**config.mk**
```make
export PLATFORM = sky130hd
export DESIGN_NAME = aes_key_sched_ctrl
export DESIGN_NICKNAME = d
export VERILOG_FILES = /design/src/rtl/aes_key_sched_ctrl.sv
export SDC_FILE = /design/constraint.sdc
export NUM_CORES = 2
export LEC_CHECK = 0
export BUFFER_PORTS_ARGS = -buffer_cell sky130_fd_sc_hd__buf_2
export CAP_MARGIN = 0
export CORE_UTILIZATION = 35
export DETAILED_ROUTE_END_ITERATION = 16
export SLEW_MARGIN = 20
export SYNTH_ARGS = -nofsm -noshare
export SYNTH_HDL_FRONTEND = slang
export SYNTH_SLANG_ARGS = --single-unit
export TNS_END_PERCENT = 10
```
**constraint.sdc**
```tcl
create_clock -name clk -period 6.6 [get_ports clk]
set_input_delay 0.66 -clock clk [delete_from_list [all_inputs] [get_ports clk]]
set_output_delay 0.66 -clock clk [all_outputs]
set_load 0.02 [all_outputs]
```
**src/rtl/aes_key_sched_ctrl.sv**
```systemverilog
// aes_key_sched_ctrl: AES-128 key expansion sequencer with an 11-entry round-key buffer and registered read port.
// Optional feature macro: KEYSCHED_REVERSE_RD_EN mirrors the read index (rd_sel 0 returns round key 10).
module aes_key_sched_ctrl (
  input  logic         clk,
  input  logic         rst,
  input  logic         key_valid,
  output logic         key_ready,
  input  logic [127:0] key_in,
  output logic [31:0]  sub_in,
  input  logic [31:0]  sub_out,
  output logic         busy,
  output logic         keys_valid,
  input  logic [3:0]   rd_sel,
  output logic [127:0] rd_key
);
  typedef enum logic [1:0] {IDLE, EXPAND, DONE} state_t;
  state_t state_q, state_d;
  logic [3:0] rnd_q, rnd_d;
  logic [127:0] rk_q [0:10];
  logic [127:0] rk_d [0:10];
  logic [127:0] rd_key_q, rd_key_d;
  logic [127:0] prev_key;
  logic [31:0] t, n0, n1, n2, n3;
  logic [3:0] rd_idx;
  logic accept;
  function automatic logic [7:0] rcon(input logic [3:0] r);
    case (r)
      4'd1:    return 8'h01;
      4'd2:    return 8'h02;
      4'd3:    return 8'h04;
      4'd4:    return 8'h08;
      4'd5:    return 8'h10;
      4'd6:    return 8'h20;
      4'd7:    return 8'h40;
      4'd8:    return 8'h80;
      4'd9:    return 8'h1b;
      4'd10:   return 8'h36;
      default: return 8'h00;
    endcase
  endfunction
  always_ff @(posedge clk) begin
    if (rst) state_q <= IDLE;
    else     state_q <= state_d;
  end
  always_comb begin
    accept  = key_valid && key_ready;
    state_d = (state_q == EXPAND) ? ((rnd_q == 4'd10) ? DONE : EXPAND)
                                  : (accept ? EXPAND : state_q);
  end
  always_comb begin
    key_ready  = state_q != EXPAND;
    busy       = state_q == EXPAND;
    keys_valid = state_q == DONE;
    sub_in     = busy ? {prev_key[23:0], prev_key[31:24]} : 32'h0;
    rd_key     = rd_key_q;
  end
  // Each round key derives from the previous one; the S-box returns within the same cycle.
  always_comb begin
    prev_key = (rnd_q != 4'd0 && rnd_q <= 4'd10) ? rk_q[rnd_q - 4'd1] : 128'h0;
    t  = sub_out ^ {rcon(rnd_q), 24'h0};
    n0 = prev_key[127:96] ^ t;
    n1 = prev_key[95:64] ^ n0;
    n2 = prev_key[63:32] ^ n1;
    n3 = prev_key[31:0] ^ n2;
  end
  always_comb begin
    rnd_d = rnd_q;
    rk_d  = rk_q;
    if (state_q == EXPAND) begin
      rk_d[rnd_q] = {n0, n1, n2, n3};
      rnd_d = (rnd_q == 4'd10) ? 4'd0 : rnd_q + 4'd1;
    end else if (accept) begin
      rk_d[0] = key_in;
      rnd_d = 4'd1;
    end
  end
  always_comb begin
`ifdef KEYSCHED_REVERSE_RD_EN
    rd_idx = 4'd10 - rd_sel;
`else
    rd_idx = rd_sel;
`endif
    rd_key_d = (rd_sel <= 4'd10) ? rk_q[rd_idx] : 128'h0;
  end
  always_ff @(posedge clk) begin
    if (rst) begin
      rnd_q    <= 4'd0;
      rk_q     <= '{default: 128'h0};
      rd_key_q <= 128'h0;
    end else begin
      rnd_q    <= rnd_d;
      rk_q     <= rk_d;
      rd_key_q <= rd_key_d;
    end
  end
endmodule

```
==> summary.md <==
• **fraction of layout instances using a drive strength above 1** 17.3%
• **placed wire-length estimate** 212000 um
• **HP Class** in2reg
• **synthesized flop and latch total** 1550
• **Area contributors post-synth** dfxtp_1, mux4_2, nand2_1
• **leakage power total** 30.9 nW
• **Global Route Usage Sum** 29.5%
• **post-cts sizing count** 0
• **combined buffer and inverter count along the critical path** 3
• **critical path required time** 5.94 ns
• **post-CTS setup buffers** 0
• **NumNets Final** 8860
• **count of pins over their slew limit** 0
• **per-cell via count in the routed design** 6.24
• **clock buffer depth** 3
• **most used cell, CP** buf_4
• **CTS tree** done
• **total I/O pin count** 330
• **initial antenna violation count** 27
• **clock latency on the worst-skew pair** 0.90 ns
• **final WL** 350000 um
• **number of hold-slack violations in the final timing report** 0
• **Die Span X** 480 um
• **cts hold-fix bufs** 5
• **Critical Path Source** rnd_q[0]$_SDFFE_PP0N_
• **number of port buffers** 329
• **normalized max-slew margin** 8.82%
• **root buffer cell** clkbuf_16
• **largest net degree at the start of global routing** 199
• **Overflow after GRT** 0
• **synth cell count leaders** dfxtp_1, nand2_1, nor2_1, clkbuf_1, a211oi_1
• **initial cell density of the core** 35.2%
• **leading register cell type out of synthesis** dfxtp_1
• **delay contributed by the slowest stage of the critical path** 0.79 ns
• **biggest area consumer among synthesized cells** dfxtp_1
• **share of the synthesized area in the top cell type** 38.8%
• **number of global-route vias before repair** 69926
• **routability-driven placement congestion ratio** 0.880
• **Mean Syn Cell Area** 9.00 um2
• **Yosys warnings** 0
• **time the worst path needs with I/O delays and setup** 5.46 ns
• **die height** 480 um
• **DR vias** 73898
• **distinct cell type count of the synthesized netlist** 59
• **net count after synthesis** 9066
• **count of flip-flops with a built-in enable after synthesis** 0
• **Arr. time, crit path** 4.80 ns
• **Detailed Route Iter0 Violations** 10500
• **standard-cell row count** 175
• **result of the run** completed
• **clock-pin transition on the worst setup and hold timing paths** 0.06 ns
• **slowest stage cell on the critical path** dfxtp_4
• **transition time of the tightest slew-check pin** 1.36 ns
• **count of clock tree sinks** 1550
• **Max FO, Critical Path** 39
• **sequential-to-total area share from yosys stat** 38.8%
• **number of search-and-repair iterations in the first detailed-routing pass** 6
• **Final setup viols** 0
• **Clock H-tree levels** 4
• **tightest hold margin** 0.0464 ns
• **startpoint of the lowest-slack register-to-register path** rnd_q[0]$_SDFFE_PP0N_
• **die footprint** 230000 um2
• **number of violations of the max-capacitance limit** 0
• **area added between synthesis and finish** 13.0%
• **fin crit share** 82.7%
• **dominant delay contributor by cell family on the critical path** buffers and inverters
• **Avg WL per Cell** 29.5 um
• **setup skew after layout** 0.0779 ns
• **share of flip-flops with an asynchronous set or reset after synthesis** 0%
• **TritonCTS buffer count** 177
• **Max Fclk** 183 MHz
• **Crit Path Class** reg2out
• **Sum Neg Setup Slack** 0 ns
• **Routed Antenna Nets** 0
• **Cells after Synth** 8891
• **power per standard cell area** 259 nW/um2
• **area of the mapped netlist** 80000 um2
• **core outline area** 227000 um2
• **most numerous cell in the Yosys netlist** dfxtp_1
• **Critical Path End Type** output pin
• **RSZ-0062 raised after global routing** no
• **number of design rule violations left after detail routing** 0
• **cell breakdown of the critical path** buf_4 > buf_4 > mux4_2 > nand2_1 > a21oi_1 > o21ai_0 > nor2_1 > buf_2
• **worst IR drop on VDD** 0.313 mV
• **total power** 23.4 mW
• **first-pass GRT wire length** 501000 um
• **HP Start** key_in[112]
• **launching element type of the critical path** flip-flop
-- worst min-delay path, cell delays in order --
cell and delay, ns:
buf_2 0.10, nand2_1 0.05, a31oi_1 0.07
-- final timing paths --
kind | to | slack [ns] | cells past startpoint
max | sub_in[12] | 1.14 | 8
min | rk_q[1392]$_SDFFE_PP0P_ | 0.05 | 3
max reg2reg | rk_q[1363]$_SDFFE_PP0P_ | 1.60 | 11
min reg2reg | state_q[1]$_SDFFE_PP0N_ | 0.46 | 2
-- per-layer routing --
layer | up-vias | GRT usage (%) | wire, um
met3 | 1007 | 8.76 | 43600
li1 | 31557 | - | -
met4 | 24 | 20.0 | 26400
met1 | 36467 | 37.4 | 131000
met2 | 4843 | 43.0 | 149000
met5 | - | 0 | 148
-- cell families (layout without fill, tap and decap cells) --
logic type	after synthesis	after routing	share of synthesized area, %
AND/OR/NAND/NOR	3341	3341	18.9
AO/OA/AOI/OAI	1867	1867	14.4
flip-flops	1550	1550	38.8
multiplexers	1002	1002	20.6
buffers and inverters	961	898	5.05
XOR/XNOR	162	162	2.06
adder cells (fa/ha/maj)	8	8	0.125
other	0	11	0
-- final cells by class --
type                       instances  area (um2)
inverter                           6        27.5
clock buffer                     259        5230
fill                           22341      137000
tap                             3009        3760
multi-input combinational       6380       45400
timing repair buffer             570        4090
antenna                           11        27.5
clock inverter                    63         883
sequential                      1550       31000
-- through the flow --
stage                     instances  area (um2)  utilization (%)  worst slack, ns
final                         11848       90400             39.8             1.14
after detailed placement      11509       84200             37.0             1.83
after global placement        11508       84100             37.0             1.91
after global routing          11842       90400             39.8            0.938
after floorplan                8891       80000                -             1.98
after CTS                     11836       90300             39.8             1.07
-- report_power, final --
part / internal, mW / switching, mW / total, mW / leakage, nW
Combinational: 0.974 / 2.32 / 3.29 / 15.4
Sequential: 9.51 / 0.192 / 9.70 / 12.5
Clock: 5.97 / 4.43 / 10.4 / 2.98
Total: 16.5 / 6.94 / 23.4 / 30.9
-- layout by cell type, fill, tap and decap left out, types with 10 or more instances in the layout --
cell and n:
nand3_1 448, a221oi_2 10, mux2_2 50, clkbuf_8 43
buf_2 324, dfxtp_1 1549, o211ai_1 16, nand2_1 1200
a211oi_1 567, clkinv_2 25, a22oi_1 25, diode_2 11
buf_12 44, a21o_1 22, a22o_1 36, buf_4 190
o21ai_0 428, xnor2_1 61, or3_1 189, xnor2_2 34
a21oi_1 548, o22ai_1 25, and3_1 23, clkbuf_1 36
xor2_1 62, nor2_1 993, nor2b_1 10, clkbuf_16 180
o21ai_1 42, o21bai_1 10, mux4_2 512, nor3_1 83
mux2i_1 438, nand3b_1 332, bufinv_16 11, a31oi_1 98
-- sequential cells by signal, indices dropped and copies added (netlist names), named ones only --
signal / flops
rnd_q: 4
state_q: 2
rk_q: 1408
rd_key: 128
Power figures use the tool's default switching activity.
